--- src/rtl/pe_feeder.sv ---
// Operand feeder for a processing element: buffers A and B vectors, then streams
// them as alternating A/B strobes with start/done framing and FIFO back-pressure.
module pe_feeder #(
  parameter int unsigned DW    = 16,
  parameter int unsigned DEPTH = 16,
  parameter int unsigned AW    = 4
) (
  input  logic                 clk,
  input  logic                 rst,
  input  logic [7:0]           max_cntr,
  input  logic                 ld_we,
  input  logic                 ld_sel,
  input  logic [AW-1:0]        ld_addr,
  input  logic signed [DW-1:0] ld_data,
  input  logic                 go,
  input  logic                 aff,
  input  logic                 bff,
  output logic                 start,
  output logic                 awe,
  output logic                 bwe,
  output logic signed [DW-1:0] a_out,
  output logic signed [DW-1:0] b_out,
  output logic                 busy,
  output logic                 done
);

  // Length counter is one bit wider than max_cntr so DEPTH=256 still fits.
  localparam int unsigned CW = 9;

  typedef enum logic [2:0] {
    S_IDLE,
    S_START,
    S_SEND_A,
    S_SEND_B,
    S_DONE
  } state_t;

  state_t                state_q;
  logic [AW-1:0]         idx_q;
  logic [CW-1:0]         n_q;
  logic                  start_q;
  logic                  done_q;
  logic                  busy_q;

  logic signed [DW-1:0]  mem_a [DEPTH];
  logic signed [DW-1:0]  mem_b [DEPTH];

  logic [CW-1:0]         req_len_c;
  logic [CW-1:0]         n_clamp_c;
  logic                  last_c;
  logic                  load_en_c;

  assign req_len_c = CW'(max_cntr);
  assign n_clamp_c = (req_len_c > CW'(DEPTH)) ? CW'(DEPTH) : req_len_c;
  assign last_c    = (CW'(idx_q) == (n_q - CW'(1)));
  assign load_en_c = ld_we && (state_q == S_IDLE);

  // Operand buffers: writable only while idle, never cleared by reset.
  always_ff @(posedge clk) begin
    if (load_en_c) begin
      if (ld_sel) begin
        mem_b[ld_addr] <= ld_data;
      end else begin
        mem_a[ld_addr] <= ld_data;
      end
    end
  end

  // Run sequencer; start/done/busy are registered alongside the state.
  always_ff @(posedge clk) begin
    if (rst) begin
      state_q <= S_IDLE;
      idx_q   <= '0;
      n_q     <= '0;
      start_q <= 1'b0;
      done_q  <= 1'b0;
      busy_q  <= 1'b0;
    end else begin
      start_q <= 1'b0;
      done_q  <= 1'b0;
      case (state_q)
        S_IDLE: begin
          if (go && (max_cntr != 8'd0)) begin
            state_q <= S_START;
            n_q     <= n_clamp_c;
            idx_q   <= '0;
            start_q <= 1'b1;
            busy_q  <= 1'b1;
          end
        end
        S_START: begin
          state_q <= S_SEND_A;
        end
        S_SEND_A: begin
          if (!aff) begin
            state_q <= S_SEND_B;
          end
        end
        S_SEND_B: begin
          if (!bff) begin
            if (last_c) begin
              state_q <= S_DONE;
              done_q  <= 1'b1;
            end else begin
              idx_q   <= idx_q + AW'(1);
              state_q <= S_SEND_A;
            end
          end
        end
        S_DONE: begin
          state_q <= S_IDLE;
          busy_q  <= 1'b0;
        end
        default: begin
          state_q <= S_IDLE;
          busy_q  <= 1'b0;
        end
      endcase
    end
  end

  // Strobes follow the FIFO full flags within the same cycle.
  assign awe   = (state_q == S_SEND_A) && !aff;
  assign bwe   = (state_q == S_SEND_B) && !bff;
  assign a_out = awe ? mem_a[idx_q] : '0;
  assign b_out = bwe ? mem_b[idx_q] : '0;

  assign start = start_q;
  assign done  = done_q;
  assign busy  = busy_q;

endmodule

--- config.mk ---
export PLATFORM = sky130hd
export DESIGN_NAME = pe_feeder
export DESIGN_NICKNAME = d
export VERILOG_FILES = /design/src/rtl/pe_feeder.sv
export SDC_FILE = /design/constraint.sdc
export NUM_CORES = 1
export LEC_CHECK = 0
export BUFFER_PORTS_ARGS = -buffer_cell sky130_fd_sc_hd__buf_2
export CORE_MARGIN = 5
export CORE_UTILIZATION = 25
export CTS_BUF_LIST = sky130_fd_sc_hd__clkbuf_8
export CTS_CLUSTER_DIAMETER = 80
export DETAILED_ROUTE_END_ITERATION = 8
export SLEW_MARGIN = 20
export SYNTH_ARGS = -nofsm -noshare
export SYNTH_HDL_FRONTEND = slang
export SYNTH_SLANG_ARGS = --single-unit
--- constraint.sdc ---
create_clock -name clk -period 6.6 [get_ports clk]
set_clock_uncertainty 0.15 [all_clocks]
set_input_delay 0.99 -clock clk [delete_from_list [all_inputs] [get_ports clk]]
set_output_delay 0.99 -clock clk [all_outputs]
set_load 0.01 [all_outputs]
==> run summary, run 1 <==
Commonest non-fill, non-tap cell in the layout - edfxtp_1
CTS H-tree depth - 3
Grt total ovfl - 0
Core area - 0.0821 mm²
Post-CTS Hold Buffers - 0
WHS - 0.315 ns
Minimum clock period - 4.55 ns
Adder-Cell Fraction of Synth Area - 0.00121
Via density per instance - 4.38
Synthesized net count - 947
Final net count - 1092
Fill cells - 7890
Avg Inst Size Synth - 22.7 µm²
Syn-to-layout area delta - 15.9%
Hold Fails Final Rpt - 0
Crit path required time - 5.46 ns
Post-synthesis sequential area ratio - 0.764
Post-synth top area cell - edfxtp_1
I/O pins - 72
Routed WL per cell - 21.4 µm
Max-cap violations - 0
CTS tree - built
Ratio of cells with drive above 1 in the final layout - 0.363
Iteration-0 DRC count of the detailed router - 758
Maximum VDD drop - 0.103 mV
Synth area leaders - edfxtp_1 (74%), mux4_2 (17%), dfxtp_1 (2.1%)
Dpl cell area - 0.0225 mm²
DIE AREA - 0.0886 mm²
Leak - 0.00738 µW
Multi-input gate area - 0.00466 mm²
Synth Register Bits - 534
Asr flop ratio synth - 0
Reg clk slew, reported paths - 0.06 ns
Share of the synthesized area in the top cell type - 0.743
Post-Synth Simple-Gate Area - 0.0325
Yosys warns - 0
Most frequent cells in the layout - edfxtp_1 (512), mux4_2 (153), clkbuf_8 (79), buf_2 (71)
Hold wc startpoint - n_q[7]$_SDFFE_PP0P_
Top FF cell, synth - edfxtp_1
Design Area, Final - 0.0240 mm²
Mux share of post-synthesis cell area - 0.176
CTS max path bufs - 3
Site Rows - 105
Worst slew pin tran - 1.06 ns
Worst Setup Start Kind - flop
DRT Pass-1 Iters - 5
FF/Latch Area - 0.0158 mm²
Synth Area in XOR/XNOR - 0.00212
Detailed Place HPWL - 26500 µm
ANT nets after route - 0
Resize count post-CTS - 0
Fin cells - 2192
Largest net degree at the start of global routing - 66
RSZ-0062 raised after global routing - no
Critical R2R Launch - state_q[2]$_SDFFE_PP0P_
Worst setup EP type - primary output
Number of flops mapped to enable cells by yosys - 512
Dpl cells - 2043
Status - finished clean
Initial antenna violation count - 14
Hold/Removal Path Class - flop to flop
Peak Freq - 220 MHz
PwrDens - 263 mW/mm²
Pins Over Slew Limit - 0
Initial core utilization - 0.252
Total number of vias - 9600
Die height - 298 µm
Final setup viols - 0
First-pass GRT wire length - 69700 µm
Yosys cell types - 45
Post-CTS Setup Repair Bufs - 0
Place WS - 2.40 ns
Crit Path Category - flop to primary output
Main combinational cell family by area after synthesis - multiplexers
GPL Wtd Cong - 0.708
Vias in the first global route - 10102
CTS Buf Count - 79
Post-synthesis cell area - 0.0207 mm²
Post-Synthesis Cells - 910
# DRC - 0
Final setup margin - 2.05 ns
Chip width - 298 µm
Root Buffer - clkbuf_8
Clk_lat worst skew - 0.64 ns
Arr. time, crit path - 3.41 ns
Clock sinks - 534
Compound-cell area share of the yosys netlist - 0.00883
Final period util - 0.690
Setup TNS - 0 ns
Routed wire length - 47000 µm
GRT Total Usage - 0.105
Worst slew margin - 0.290
PortBufs - 71
Critical path fanouts, max - 65
## stage by stage
stage	total power [µW]	util
CTS	6380	0.292
finish	6310	0.292
floorplan	3860	-
detailed placement	3950	0.274
global placement	3940	0.274
global route	6560	0.292
## registers in the layout (all words and copies together) (netlist names), named ones only
register  cells
mem_a       256
mem_b       256
n_q           8
idx_q         4
state_q       3
busy          1
done          1
start         1
## layout make-up
type                            count  share of cell area
Inverter                            6            0.000939
Clock buffer                       79              0.0453
Clock inverter                     63              0.0143
Timing Repair Buffer              110              0.0294
Tap cell                         1070              0.0558
Antenna cell                        6            0.000626
Multi-Input combinational cell    324               0.194
Sequential cell                   534               0.660
## metal layers
| metal | vias to the layer above | track usage | routed length, µm |
|---|---|---|---|
| met3 | 67 | 0.0288 | 3400 |
| li1 | 4126 | - | - |
| met2 | 303 | 0.178 | 23700 |
| met1 | 5092 | 0.132 | 18800 |
| met5 | - | 0 | 74 |
| met4 | 12 | 0.0331 | 943 |
## cell usage after synthesis, drive strengths merged, types with 3 or more instances
cell type / count
buf: 31
nand2: 16
nand2b: 5
a211o: 3
dfxtp: 22
and3: 3
nor2: 42
and2: 35
mux4: 160
nor3: 5
a21oi: 11
xnor2: 3
edfxtp: 512
inv: 6
nand3: 9
clkbuf: 15
## logic make-up (layout without fill, tap and decap cells)
| logic type | Yosys count | count (layout) |
|---|---|---|
| flops | 534 | 534 |
| mux | 161 | 161 |
| simple gates | 129 | 129 |
| buf+inv | 52 | 258 |
| compound gates | 27 | 27 |
| xor+xnor | 5 | 5 |
| fa+ha+maj | 2 | 2 |
| other cells | 0 | 6 |
## worst max-delay path: stages (launching register included)
cell     delay, ns
dfxtp_4       0.98
buf_12        0.43
mux4_2        0.39
mux4_2        0.57
and2_1        0.21
buf_2         0.14
## power by group
| part | internal [µW] | total, µW | switching, µW |
|---|---|---|---|
| registers | 3730 | 3740 | 8.48 |
| clock network | 1180 | 2430 | 1250 |
| logic | 32.6 | 135 | 102 |
## path summary, 6_finish.rpt
path	endpoint	slack, ns	depth (start not counted)
max	a_out[14]	2.05	5
min	n_q[7]$_SDFFE_PP0P_	0.31	1
max reg2reg	mem_a[11][10]$_DFFE_PP_	3.44	6
min reg2reg	n_q[7]$_SDFFE_PP0P_	0.31	1
Note: power is estimated with default switching activity, not from simulation.
==> run 2: changes to the inputs <==
==> constraint.sdc (replaced) <==
create_clock -name clk -period 4.6 [get_ports clk]
set_clock_uncertainty 0.15 [all_clocks]
set_input_delay 0.69 -clock clk [delete_from_list [all_inputs] [get_ports clk]]
set_output_delay 0.69 -clock clk [all_outputs]
set_load 0.01 [all_outputs]
==> run 2 against run 1 <==
Against the previous run: die area unchanged; sequential share of layout area fell by 0.22 points; global-route usage about the same; combinational power rose by 41%; setup slack got worse by 1.3 ns; critical endpoint is now a_out[0]; highest routed layer unchanged.
==> run summary, run 2 (same netlist as run 1, synthesis figures left out) <==
Status - finished clean
Arr. time, crit path - 3.05 ns
Most frequent cells in the layout - edfxtp_1 (512), mux4_2 (153), clkbuf_8 (83), buf_2 (71), buf_4 (37)
CTS H-tree depth - 3
Busiest layer in global routing - met2
Crit Path Category - flop to primary output
Grt total ovfl - 0
Minimum clock period - 3.89 ns
Initial core utilization - 0.252
CTS tree - built
PwrDens - 382 mW/mm²
Max-cap violations - 0
Core area - 0.0821 mm²
Critical path fanouts, max - 58
Resize count post-CTS - 0
Post-CTS Hold Buffers - 0
Post-CTS Setup Repair Bufs - 0
I/O pins - 72
Hold Fails Final Rpt - 0
Chip width - 298 µm
Via density per instance - 4.39
GR Util met3 - 0.0291
Reg clk slew, reported paths - 0.06 ns
Maximum VDD drop - 0.217 mV
Final period util - 0.845
PortBufs - 71
# DRC - 0
Met1 usage - 0.135
DRT Pass-1 Iters - 5
CP peak stage delay - 0.59 ns
WHS - 0.206 ns
CTS max path bufs - 3
Vias in the first global route - 10277
Power Total - 9190 µW
Hold/Removal Path Class - input port to flop
Leak - 0.00742 µW
DIE AREA - 0.0886 mm²
Worst slew margin - 0.309
Pins Over Slew Limit - 0
Routed wire length - 46800 µm
Iteration-0 DRC count of the detailed router - 683
ANT nets after route - 0
Syn-to-layout area delta - 16.3%
Root Buffer - clkbuf_8
R2R cell count - 5
Clk_lat worst skew - 0.64 ns
Final net count - 1096
Commonest non-fill, non-tap cell in the layout - edfxtp_1
Routed WL per cell - 21.3 µm
Worst Setup Start Kind - flop
GRT Total Usage - 0.105
Detailed Place HPWL - 26800 µm
Initial antenna violation count - 14
Ratio of cells with drive above 1 in the final layout - 0.363
Peak Freq - 257 MHz
Worst setup EP type - primary output
Die height - 298 µm
Clock sinks - 534
RSZ-0062 raised after global routing - no
Regs by FF count - mem_a (256), mem_b (256), n_q (8)
CP max-delay cell - mux4_2
Crit path cell chain - buf_12, mux4_2, mux4_2, and2_1, buf_2
GPL Wtd Cong - 0.708
Met2 Track Usage GR - 0.174
Final Util - 0.293
Worst Hold Depth - 3
Final setup viols - 0
First-pass GRT wire length - 69600 µm
Setup TNS - 0 ns
Total number of vias - 9624
CTS Buf Count - 80
Crit path required time - 3.76 ns
Largest net degree at the start of global routing - 59
CP dominant cell by count - mux4_2
Worst slew pin tran - 1.03 ns
Site Rows - 105
## run 2: final timing paths
kind | slack (ns) | startpoint | end
worst min register to register | 0.31 | n_q[7]$_SDFFE_PP0P_ | n_q[7]$_SDFFE_PP0P_
worst max register to register | 1.51 | state_q[2]$_SDFFE_PP0P_ | mem_b[13][10]$_DFFE_PP_
worst max-delay path | 0.71 | flop | a_out[0]
worst min-delay path | 0.21 | max_cntr[3] | n_q[3]$_SDFFE_PP0P_
## run 2: worst max-delay path: cells and delay by family (launching register included)
family / cells / cell delay (ns)
mux: 2 / 1.10
buf+inv: 2 / 0.55
flops: 1 / 0.49
simple gates: 1 / 0.18
## run 2: final cells by class
class	count	area, µm²
fillers	7882	58000
flip-flops and latches	534	15800
multi-input cells	324	4660
well taps	1070	1340
clock buffers	83	1140
repair buffers	113	733
clock inverters	55	335
inverters	6	22.5
diodes	8	20.0
## run 2: per-layer routing
layer	vias up	wire length, µm
li1	4134	-
met1	5151	19700
met2	250	23100
met3	75	3020
met4	14	902
met5	-	95
## run 2: where the power goes
group / switching (µW) / total (µW) / internal [µW]
Combinational: 144 / 190 / 46.8
Sequential: 11.3 / 5370 / 5360
Clock: 1730 / 3630 / 1900
## run 2: metrics by stage
| stage | worst slack, ns | instance area [µm²] | std cells |
|---|---|---|---|
| detailed placement | 1.31 | 22600 | 2047 |
| CTS | 0.584 | 24100 | 2185 |
| finish | 0.712 | 24100 | 2193 |
| floorplan | 1.87 | 20700 | 910 |
| global route | 0.498 | 24100 | 2188 |
| global placement | 1.31 | 22600 | 2047 |
==> run 3: changes to the inputs <==
==> constraint.sdc (replaced) <==
create_clock -name clk -period 3.33 [get_ports clk]
set_clock_uncertainty 0.15 [all_clocks]
set_input_delay 0.4995 -clock clk [delete_from_list [all_inputs] [get_ports clk]]
set_output_delay 0.4995 -clock clk [all_outputs]
set_load 0.01 [all_outputs]
==> run 3 against run 2 <==
Against the previous run: register-to-register slack got worse by 0.72 ns; the flow now finishes with violations (negative setup slack); sequential power increased by 38%; routed wire length is 3.6% higher; critical path type unchanged; design area increased by 3.2%.
==> run summary, run 3 (same netlist as run 1, synthesis figures left out) <==
Status - finished with violations
Failing checks - negative setup slack
Largest net degree at the start of global routing - 61
Worst setup EP type - primary output
Reg clk slew, reported paths - 0.06 ns
Critical R2R Launch - n_q[0]$_SDFFE_PP0P_
Chip width - 298 µm
Minimum clock period - 3.45 ns
Syn-to-layout area delta - 20.0%
CP max-delay cell - mux4_2
Ratio of cells with drive above 1 in the final layout - 0.398
Worst slew pin tran - 0.833 ns
Total number of vias - 9910
FF/Latch Area - 0.0158 mm²
CP dominant cell by count - mux4_2
Maximum VDD drop - 0.253 mV
WHS - 0.0568 ns
Via density per instance - 4.45
Dpl cell area - 0.0227 mm²
Hold wc startpoint - bff
Hold Fails Final Rpt - 0
Crit Path Category - flop to primary output
Die height - 298 µm
Worst r2r dst - state_q[1]$_SDFFE_PP0P_
CP peak stage delay - 0.56 ns
First-pass GRT wire length - 70700 µm
Root Buffer - clkbuf_8
Multi-input gate area - 0.00470 mm²
Reg2reg setup slack - 0.79 ns
Power Total - 12900 µW
Core area - 0.0821 mm²
Most frequent cells in the layout - edfxtp_1 (512), mux4_2 (153), clkbuf_8 (82), buf_2 (56), buf_4 (43)
CTS Buf Count - 81
Max-cap violations - 0
Design Area, Final - 0.0248 mm²
Commonest non-fill, non-tap cell in the layout - edfxtp_1
Final net count - 1128
Iteration-0 DRC count of the detailed router - 819
Final setup viols - 27
Arr. time, crit path - 2.80 ns
Crit path required time - 2.68 ns
Worst Setup Start Kind - flop
R2R cell count - 7
CTS H-tree depth - 3
CTS tree - built
Worst slew margin - 0.430
ANT nets after route - 0
Final setup margin - -0.116 ns
Routed WL per cell - 21.8 µm
Critical Path Sink - a_out[13]
Fill cells - 7806
GPL Wtd Cong - 0.725
PwrDens - 518 mW/mm²
Crit path cell chain - buf_4, buf_16, mux4_2, mux4_2, and2_4, buf_6
Setup TNS - -1.58 ns
Initial antenna violation count - 14
Pins Over Slew Limit - 0
Hold/Removal Path Class - input port to flop
Levels on crit path - 6
Vias in the first global route - 10489
I/O pins - 72
DIE AREA - 0.0886 mm²
Final period util - 1.03
Leak - 0.00772 µW
Crit path max-delay family - multiplexers
RSZ-0062 raised after global routing - yes
Peak Freq - 290 MHz
Detailed Place HPWL - 27400 µm
Clk_lat worst skew - 0.65 ns
CTS max path bufs - 3
Regs by FF count - mem_a (256), mem_b (256), n_q (8)
# DRC - 0
Critical path fanouts, max - 10
Clock sinks - 534
PortBufs - 71
DRT Pass-1 Iters - 5
Site Rows - 105
GRT Total Usage - 0.107
CP Buf/Inv Count - 3
Routed wire length - 48500 µm
Grt total ovfl - 0
Initial core utilization - 0.252
## run 3: cell count changes in the layout (fill, tap and decap cells not counted), sizes merged
cell / delta
clkinv: +8
clkbuf: +2
buf: +24
dlygate4sd3: +4
inv: -2
diode: -3
## run 3: per-layer routing
layer  share of wire  routed length (µm)  GRT usage  up-vias
met1            0.41               19700      0.135     5324
li1                -                   -          -     4210
met5          0.0019                  90          0        -
met3           0.072                3500     0.0297       64
met4           0.014                 689     0.0279       14
met2            0.51               24500      0.181      298
## run 3: stage by stage
step	instances	utilization	worst slack (ns)
after global placement	2056	0.276	0.457
after global routing	2224	0.302	-0.205
after detailed placement	2056	0.276	0.442
after CTS	2217	0.300	-0.163
final	2226	0.302	-0.116
after floorplan	910	-	0.798
## run 3: area by class of cell
type                            instances  share of cell area
Antenna cell                            5            0.000504
Clock buffer                           82              0.0454
Clock inverter                         61              0.0170
Inverter                                6            0.000907
Multi-Input combinational cell        324               0.189
Sequential cell                       534               0.637
Tap cell                             1070              0.0539
Timing Repair Buffer                  144              0.0559
## run 3: what timing repair did
| item | 4_1_cts | 5_1_grt |
|---|---|---|
| hold endpoints to repair | 4 | 0 |
| pin swaps | 5 | 0 |
| gates resized for setup | 35 | 17 |
| setup endpoints to repair | 31 | 32 |
| gates cloned | 6 | 4 |
| hold buffers | 4 | 0 |
| setup buffers | 8 | 0 |
## run 3: how the worst min path moves through the flow
stage / cells past startpoint / slack, ns / end
finish: 3 / 0.06 / state_q[1]$_SDFFE_PP0P_
global route: 3 / 0.05 / state_q[1]$_SDFFE_PP0P_
CTS: 3 / 0.008 / state_q[1]$_SDFFE_PP0P_
detailed placement: 1 / 0.30 / busy$_SDFFE_PP0P_
global placement: 1 / 0.30 / busy$_SDFFE_PP0P_
floorplan: 1 / 0.28 / n_q[7]$_SDFFE_PP0P_
## run 3: worst register-to-register path, cell delays in order, from the launching register on
cell	delay, ns
dfxtp_1	0.46
inv_1	0.08
ha_1	0.24
nand2b_1	0.17
a21oi_1	0.16
o2111ai_1	0.15
a2111oi_0	0.78
a41oi_1	0.20
## run 3: power breakdown
group,switching (µW),internal [µW],total (µW)
registers,16.0,7400,7420
logic,203,77.4,280
clock network,2520,2660,5180
